<file path="config.mk">
export PLATFORM = sky130hd
export DESIGN_NAME = mem_initiator
export DESIGN_NICKNAME = d
export VERILOG_FILES = /design/src/rtl/mem_initiator.sv
export SDC_FILE = /design/constraint.sdc
export NUM_CORES = 1
export LEC_CHECK = 0
export ABC_AREA = 0
export CORE_UTILIZATION = 40
export CTS_BUF_LIST = sky130_fd_sc_hd__clkbuf_8 sky130_fd_sc_hd__clkbuf_16
export CTS_CLUSTER_DIAMETER = 100
export DETAILED_ROUTE_END_ITERATION = 6
export DONT_BUFFER_PORTS = 1
export GPL_TIMING_DRIVEN = 0
export SYNTH_ARGS = -nofsm -noshare
export SYNTH_HDL_FRONTEND = slang
export SYNTH_SLANG_ARGS = --single-unit
</file>
<file path="constraint.sdc">
create_clock -name clk -period 4.3 [get_ports clk]
set_input_delay 0.43 -clock clk [delete_from_list [all_inputs] [get_ports clk]]
set_output_delay 0.43 -clock clk [all_outputs]
set_load 0.005 [all_outputs]
</file>
<file path="src/rtl/mem_initiator.sv">
// Burst initiator for the single-port byte memory. It accepts write and read burst commands.
// Write beats are streamed into the memory, and read beats come back under rd_ready backpressure.
module mem_initiator #(
    parameter int ADDR_W = 8,
    parameter int DATA_W = 8,
    parameter int LEN_W  = 4,
    parameter int RD_LAT = 1
) (
    input  logic              clk,
    input  logic              rst,
    input  logic              cmd_valid,
    output logic              cmd_ready,
    input  logic              cmd_write,
    input  logic [ADDR_W-1:0] cmd_addr,
    input  logic [LEN_W-1:0]  cmd_len,
    input  logic              wr_valid,
    output logic              wr_ready,
    input  logic [DATA_W-1:0] wr_data,
    output logic              rd_valid,
    input  logic              rd_ready,
    output logic [DATA_W-1:0] rd_data,
    output logic              rd_last,
    output logic              busy,
    output logic [ADDR_W-1:0] mem_address,
    output logic [DATA_W-1:0] mem_data_in,
    output logic              mem_read_en,
    output logic              mem_write_en,
    input  logic [DATA_W-1:0] mem_data_out
);

    localparam logic [1:0] ST_IDLE    = 2'd0;
    localparam logic [1:0] ST_WRITE   = 2'd1;
    localparam logic [1:0] ST_RD_WAIT = 2'd2;
    localparam logic [1:0] ST_RD_HOLD = 2'd3;

    localparam int                WAIT_W    = (RD_LAT < 2) ? 1 : $clog2(RD_LAT + 1);
    localparam logic [WAIT_W-1:0] WAIT_LOAD = WAIT_W'(RD_LAT);
    localparam logic [WAIT_W-1:0] WAIT_ZERO = {WAIT_W{1'b0}};
    localparam logic [LEN_W-1:0]  LEN_ZERO  = {LEN_W{1'b0}};
    localparam logic [LEN_W-1:0]  LEN_ONE   = LEN_W'(1);
    localparam logic [ADDR_W-1:0] ADDR_ZERO = {ADDR_W{1'b0}};
    localparam logic [ADDR_W-1:0] ADDR_ONE  = ADDR_W'(1);
    localparam logic [DATA_W-1:0] DATA_ZERO = {DATA_W{1'b0}};

    logic [1:0]        state;
    logic [ADDR_W-1:0] addr;
    logic [ADDR_W-1:0] addr_inc;
    logic [LEN_W-1:0]  beats_left;
    logic [WAIT_W-1:0] wait_cnt;
    logic              cmd_fire;
    logic              wr_fire;
    logic              rd_fire;
    logic              rd_sample;

    assign cmd_ready = (state == ST_IDLE) && !rst;
    assign wr_ready  = (state == ST_WRITE) && !rst;
    assign busy      = (state != ST_IDLE);

    // Handshake qualifiers shared by the control, memory-side and read-side registers.
    assign cmd_fire  = cmd_valid && cmd_ready;
    assign wr_fire   = wr_valid && wr_ready;
    assign rd_fire   = (state == ST_RD_HOLD) && rd_valid && rd_ready;
    assign rd_sample = (state == ST_RD_WAIT) && (wait_cnt == WAIT_ZERO);
    assign addr_inc  = addr + ADDR_ONE;

    // Burst control: state, running address, remaining beats and read-latency countdown.
    always_ff @(posedge clk) begin
        if (rst) begin
            state      <= ST_IDLE;
            addr       <= ADDR_ZERO;
            beats_left <= LEN_ZERO;
            wait_cnt   <= WAIT_ZERO;
        end else begin
            case (state)
                ST_IDLE: begin
                    if (cmd_fire) begin
                        addr       <= cmd_addr;
                        beats_left <= cmd_len;
                        if (cmd_write) begin
                            state <= ST_WRITE;
                        end else begin
                            state    <= ST_RD_WAIT;
                            wait_cnt <= WAIT_LOAD;
                        end
                    end
                end
                ST_WRITE: begin
                    if (wr_fire) begin
                        addr <= addr_inc;
                        if (beats_left == LEN_ZERO) begin
                            state <= ST_IDLE;
                        end else begin
                            beats_left <= beats_left - LEN_ONE;
                        end
                    end
                end
                ST_RD_WAIT: begin
                    // The count reaches zero exactly when the memory output is valid.
                    if (wait_cnt == WAIT_ZERO) begin
                        state <= ST_RD_HOLD;
                    end else begin
                        wait_cnt <= wait_cnt - WAIT_W'(1);
                    end
                end
                ST_RD_HOLD: begin
                    if (rd_fire) begin
                        if (rd_last) begin
                            state <= ST_IDLE;
                        end else begin
                            addr       <= addr_inc;
                            beats_left <= beats_left - LEN_ONE;
                            wait_cnt   <= WAIT_LOAD;
                            state      <= ST_RD_WAIT;
                        end
                    end
                end
                default: begin
                    state <= ST_IDLE;
                end
            endcase
        end
    end

    // Memory bus: single-cycle read/write strobes with their address and write data.
    always_ff @(posedge clk) begin
        if (rst) begin
            mem_address  <= ADDR_ZERO;
            mem_data_in  <= DATA_ZERO;
            mem_read_en  <= 1'b0;
            mem_write_en <= 1'b0;
        end else begin
            mem_read_en  <= 1'b0;
            mem_write_en <= 1'b0;
            if (cmd_fire && !cmd_write) begin
                mem_address <= cmd_addr;
                mem_read_en <= 1'b1;
            end else if (wr_fire) begin
                mem_address  <= addr;
                mem_data_in  <= wr_data;
                mem_write_en <= 1'b1;
            end else if (rd_fire && !rd_last) begin
                mem_address <= addr_inc;
                mem_read_en <= 1'b1;
            end else begin
                mem_address <= mem_address;
            end
        end
    end

    // Read return: capture memory data and hold it stable until the consumer takes it.
    always_ff @(posedge clk) begin
        if (rst) begin
            rd_valid <= 1'b0;
            rd_data  <= DATA_ZERO;
            rd_last  <= 1'b0;
        end else begin
            if (rd_sample) begin
                rd_data  <= mem_data_out;
                rd_valid <= 1'b1;
                rd_last  <= (beats_left == LEN_ZERO);
            end else if (rd_fire) begin
                rd_valid <= 1'b0;
            end else begin
                rd_valid <= rd_valid;
            end
        end
    end

endmodule

</file>
==> results.json, run 1 <==
{
  "vias_per_cell": 5.93,
  "hold_ws_ps": 255,
  "antenna_found_initial": 0,
  "worstPathArrival_ps": 1660,
  "ys_top_cells_by_area": "dfxtp_1, mux2i_1, a21oi_1",
  "cts_max_level": 2,
  "ir_worst_vdd_uv": 144,
  "fin_crit_ps": 2090,
  "drc": 0,
  "clock_latency_ps": 300,
  "hold_path.class": "primary input to flop",
  "synth_top_cell_by_area": "dfxtp_1",
  "required_ps": 3870,
  "crit_path_end_kind": "output port",
  "slowest_delay_ps": 310,
  "cp-endpoint": "wr_ready",
  "grt_pass1_vias": 1846,
  "antenna_cells": 0,
  "fin_cells": 336,
  "leakage_nw": 0.847,
  "synth_edf_count": 0,
  "drt.antenna.violating_nets": 0,
  "startpoint": "state[0]$_SDFFE_PP0P_",
  "drive_above_1_share": 0.0940,
  "clk_pin_slew_ps": 90,
  "synthToLayoutAreaGrowth_pct": 9.38,
  "num_vias": 1993,
  "crit_path_start_kind": "flop",
  "syn_nets": 294,
  "cts_setup_buffers": 0,
  "slew_headroom": 0.442,
  "r2r_slack_ps": 2370,
  "dieArea_um2": 5630,
  "synth-warning-count": 0,
  "gp_congestion": 0.863,
  "cts_tree": "yes",
  "final-setup-viol-count": 0,
  "cts_buffer_depth": 2,
  "total_power_w": 0.000949,
  "cts_root_buf": "clkbuf_8",
  "rsz0062_at_grt": "no",
  "rr_endpoint": "beats_left[2]$_SDFFE_PP0P_",
  "worst_path_max_delay_cell": "dfxtp_1",
  "synth_top_area_share": 0.404,
  "dp.final_hpwl_mm": 4.12,
  "grt_remaining_overflow": 0,
  "finalWirelength_mm": 5.90,
  "io_pins": 65,
  "status": "finished, final reports clean",
  "dieWidth_um": 75.0,
  "start_util": 0.418,
  "r2r_start": "beats_left[0]$_SDFFE_PP0P_",
  "ys_seq_elements": 43,
  "fin_util": 0.457,
  "fmax_mhz": 479,
  "dr.pass1.iters": 4,
  "path_max_fanout": 10,
  "port_buffers": 0,
  "path_cells": "buf_2 -> buf_2 -> inv_2 -> buf_2 -> nor3_1",
  "syn_inst": 258,
  "syn-cell-area_um2": 2130,
  "period_share": 0.486,
  "worst-r2r-cell-count": 6,
  "fin_tns_setup_ps": 0,
  "cts_buffers": 5,
  "hold_buffers": 0,
  "hold_viol": 0,
  "clock_skew_ps": 8.43,
  "worstMarginPinSlew_ps": 833,
  "ys.flop_type": "dfxtp_1",
  "synthDistinctLibCells": 46,
  "grt_max_degree": 15,
  "row_count": 26,
  "pwr_density_cell_nw_per_um2": 407,
  "cap_viol_max_count": 0,
  "ys_async_sr_fraction": 0,
  "grt_pass1_wl_mm": 8.96,
  "cts_resized": 0,
  "path_class": "flop to output port",
  "numPlacedInstances": 328,
  "drtIter0Drc": 132,
  "fillerInstances": 546,
  "avgSynthCellArea_um2": 8.27,
  "detail_route.wl_per_cell_um": 17.6,
  "path_common_cell": "buf_2",
  "die_h_um": 75.0,
  "drv_slew": 0,
  "clock_sinks": 43,
  "ys_seq_area_frac": 0.404,
  "nets": 301,
  "grt_util_all_layers": 0.214,
  "core_area_um2": 5110
}
[state kept, by name (all words and copies together), names as in the netlist]
name          flops
mem_data_in       8
mem_address       8
wait_cnt          1
mem_read_en       1
rd_last           1
beats_left        4
mem_write_en      1
addr              8
rd_data           8
state             2
rd_valid          1
[critical path: cells and delay by family, from the launching register on]
family	cells	cell delay (ps)
buf+inv	4	800
flops	1	310
simple gates	1	240
[per-stage QoR]
stage,worst slack (ps),area (um^2)
after global routing,2100,2330
final,2210,2330
after floorplan,2590,2130
after global placement,2390,2220
after detailed placement,2390,2220
after CTS,2200,2330
[worst min path at each step]
stage / start / end / slack [ps] / cells past startpoint
2_1_floorplan: mem_data_in[0]$_SDFFE_PP0P_ / mem_data_in[0]$_SDFFE_PP0P_ / 450 / 2
3_3_place_gp: mem_data_in[6]$_SDFFE_PP0P_ / mem_data_in[6]$_SDFFE_PP0P_ / 460 / 2
3_5_place_dp: mem_data_in[4]$_SDFFE_PP0P_ / mem_data_in[4]$_SDFFE_PP0P_ / 470 / 2
4_1_cts: wr_data[7] / mem_data_in[7]$_SDFFE_PP0P_ / 260 / 2
5_1_grt: wr_data[2] / mem_data_in[2]$_SDFFE_PP0P_ / 260 / 2
6_report: wr_data[7] / mem_data_in[7]$_SDFFE_PP0P_ / 250 / 2
[where the power goes]
part	total, W	internal [W]	switching (W)	leakage (nW)
Combinational	0.000171	0.0000663	0.000105	0.438
Clock	0.000319	0.000173	0.000146	0.0581
Sequential	0.000459	0.000429	0.0000304	0.351
[Yosys cell counts (all sizes together), types with 2 or more instances]
cell	number
o32ai	2
o2111a	2
a22oi	7
o31ai	12
nor3b	2
nor2b	2
mux2i	15
nor3	8
a21oi	28
clkbuf	4
nand4	2
buf	9
inv	9
a311oi	6
nand2	30
o21a	5
dfxtp	43
nor2	26
and2	2
o311ai	3
o21ai	13
ha	2
nand3	6
a31o	2
[logic make-up after synthesis]
family	synth area share
buf+inv	0.0434
simple gates	0.192
mux	0.0757
flops	0.404
compound gates	0.270
fa+ha+maj	0.0117
xor+xnor	0.00411
[layout by cell type (no fill, tap or decap), types with 2 or more instances in the layout]
cell type and instances:
a311oi_1 6, a31o_2 2, nand2_1 30, a22oi_1 7, nor2_1 25, o32ai_1 2, clkbuf_1 4, a21oi_1 28
buf_2 8, nor3_1 8, nand4_1 2, mux2i_1 15, nor3b_1 2, o21a_1 5, and2_1 2, nand3_1 6
inv_2 3, o21ai_1 2, inv_1 6, o2111a_1 2, dfxtp_1 43, o31ai_1 12, ha_1 2, o21ai_0 11
o311ai_0 3, nor2b_1 2, clkbuf_8 5
[routing by layer]
metal,share of wire,GRT usage,vias up,wire length (um)
li1,-,-,974,-
met1,0.43,0.277,923,2560
met2,0.46,0.330,90,2690
met3,0.10,0.0669,6,593
met4,0.0097,0.0901,0,57
met5,0,0,-,0
[cell type report]
cell class,count,area [um^2],area share
plain buffers,13,58.8,0.0252
inverters,9,33.8,0.0145
clock inverters,3,43.8,0.0188
flip-flops and latches,43,861,0.369
clock buffers,5,68.8,0.0295
well taps,70,87.6,0.0375
multi-input cells,193,1180,0.506
No activity file was read; power rests on OpenSTA's default activity.
==> inputs of run 2 (changes only) <==
==> constraint.sdc (replaced) <==
create_clock -name clk -period 1.8 [get_ports clk]
set_input_delay 0.18 -clock clk [delete_from_list [all_inputs] [get_ports clk]]
set_output_delay 0.18 -clock clk [all_outputs]
set_load 0.005 [all_outputs]
==> run 2 against run 1 <==
Wire length is essentially flat. Via count grew 1.1%. Power grew 140%. Non-clock buffer count grew 1. Worst hold slack lost 250 ps. Cell area grew 5.1%. Combinational power grew to 2.7 times the previous value. Clock power grew 140%. Sequential share of layout area shrank 1.7 points. Sequential cell count is the same. Clock skew grew 0.70 ps. Largest cell class unchanged.
==> results.json, run 2 (synthesis gave the netlist of run 1 again) <==
{
  "core_area_um2": 5110,
  "vias_per_cell": 5.98,
  "period_share": 0.988,
  "drv_slew": 0,
  "clock_sinks": 43,
  "min_from": "wr_data[7]",
  "grt_pass1_wl_mm": 8.98,
  "clock_latency_ps": 300,
  "power.internal_w": 0.00163,
  "dp.final_hpwl_mm": 4.12,
  "r2r_slack_ps": 20,
  "finalWirelength_mm": 5.90,
  "dr.pass1.iters": 4,
  "status": "finished, final reports clean",
  "pwr-share-seq": 0.475,
  "fmax_mhz": 562,
  "num_vias": 2015,
  "drc": 0,
  "drive_above_1_share": 0.161,
  "slew_headroom": 0.540,
  "cts_buffer_depth": 2,
  "fillerInstances": 526,
  "ir_worst_vdd_uv": 355,
  "fin_crit_ps": 1780,
  "hold_viol": 0,
  "die_h_um": 75.0,
  "cts_max_level": 2,
  "io_pins": 65,
  "holdPathStages": 2,
  "required_ps": 2020,
  "worst-r2r-cell-count": 6,
  "cts_tree": "yes",
  "worstMarginPinSlew_ps": 690,
  "antenna_found_initial": 0,
  "clock_skew_ps": 9.13,
  "setup_ws_ps": 21.4,
  "synthToLayoutAreaGrowth_pct": 15.0,
  "rr_endpoint": "beats_left[2]$_SDFFE_PP0P_",
  "worstPathArrival_ps": 2000,
  "antenna_cells": 0,
  "cp.depth": 6,
  "dieArea_um2": 5630,
  "pwr-share-comb": 0.197,
  "p_sw_w": 0.000693,
  "crit_buf_inv": 1,
  "crit_path_end_kind": "flop",
  "detail_route.wl_per_cell_um": 17.5,
  "final_common_cell": "dfxtp_1",
  "cpLargestDelayFamily": "simple AND/OR/NAND/NOR gates",
  "cap_viol_max_count": 0,
  "clk_pin_slew_ps": 90,
  "leakage_nw": 0.884,
  "dpl-instance-area_um2": 2220,
  "worst_path_max_delay_cell": "or4_4",
  "final-setup-viol-count": 0,
  "path_cells": "inv_2 -> ha_4 -> nor4bb_2 -> mux2_4 -> or4_4 -> a31oi_4",
  "port_buffers": 0,
  "hold_buffers": 0,
  "start_util": 0.418,
  "pwr-share-clk": 0.328,
  "grt_remaining_overflow": 0,
  "rsz0062_at_grt": "yes",
  "path_class": "flop to flop",
  "cts_buffers": 5,
  "drtIter0Drc": 83,
  "drt.antenna.violating_nets": 0,
  "gp_congestion": 0.863,
  "grt_pass1_vias": 1849,
  "row_count": 26,
  "path_max_fanout": 5,
  "dp_worst_setup_slack_ps": -83.7,
  "slowest_delay_ps": 500,
  "cts_root_buf": "clkbuf_8",
  "r2r_start": "beats_left[0]$_SDFFE_PP0P_",
  "dieWidth_um": 75.0,
  "whs_endpoint": "mem_data_in[7]$_SDFFE_PP0P_",
  "final_cell_mix": "dfxtp_1, nand2_1, a21oi_1",
  "grt_max_degree": 15,
  "pwr_density_cell_nw_per_um2": 947,
  "nets": 302,
  "grt_util_all_layers": 0.214,
  "hold_path.class": "primary input to flop",
  "crit_path_start_kind": "flop",
  "final_area_um2": 2450,
  "swShare": 0.298
}
==> run 2: worst reg2reg max path, cell delays in order, from the launching register on <==
cell	delay, ps
dfxtp_2	360
inv_2	50
ha_4	170
nor4bb_2	170
mux2_4	290
or4_4	500
a31oi_4	170
==> run 2: routing by layer <==
layer  vias up  global-route usage  share of wire
met5         -                   0              0
met1       964               0.277           0.44
met3         5              0.0669          0.080
met4         0              0.0901         0.0090
met2        73               0.331           0.47
li1        973                   -              -
==> run 2: final cells by class <==
cell class              instances  area (um^2)  area share
clock inverters                 3         43.8      0.0178
clock buffers                   5         68.8      0.0280
well taps                      70         87.6      0.0357
plain buffers                  12         65.1      0.0265
inverters                       9         33.8      0.0138
flip-flops and latches         43          865       0.352
repair buffers                  2         15.0     0.00612
multi-input cells             193         1270       0.520
==> run 2: how the worst max path moves through the flow <==
stage / from / endpoint / slack (ps)
2_1_floorplan: beats_left[0]$_SDFFE_PP0P_ / beats_left[2]$_SDFFE_PP0P_ / 90
4_1_cts: beats_left[0]$_SDFFE_PP0P_ / beats_left[2]$_SDFFE_PP0P_ / 20
3_3_place_gp: rd_valid$_SDFFE_PP0P_ / mem_address[2]$_SDFFE_PP0P_ / -30
6_report: beats_left[0]$_SDFFE_PP0P_ / beats_left[2]$_SDFFE_PP0P_ / 20
5_1_grt: state[1]$_SDFFE_PP0P_ / mem_address[7]$_SDFFE_PP0P_ / -20
3_5_place_dp: beats_left[0]$_SDFFE_PP0P_ / beats_left[2]$_SDFFE_PP0P_ / -80
==> run 2: timing repair <==
action / CTS / global route
setup endpoints to repair: 6 / 21
resized for setup: 5 / 21
setup buffers: 0 / 2
pin swaps: 1 / 2
==> run 2: metrics by stage <==
step	hold WS [ps]	instances	setup TNS (ps)	utilization	total power (W)
6_report	5.97	337	0	0.480	0.00232
4_1_cts	6.15	336	0	0.459	0.00229
3_5_place_dp	324	328	-116	0.435	0.00152
3_3_place_gp	318	328	-46.3	0.435	0.00151
2_1_floorplan	316	258	0	-	0.00142
5_1_grt	9.94	337	-37.0	0.480	0.00244
==> run 2: power by group through the flow <==
stage          Sequential (W)  Clock [W]  Combinational [W]
2_1_floorplan         0.00110          0           0.000318
3_3_place_gp          0.00112          0           0.000397
3_5_place_dp          0.00112          0           0.000403
4_1_cts               0.00110   0.000783           0.000410
5_1_grt               0.00111   0.000816           0.000509
6_report              0.00110   0.000763           0.000457
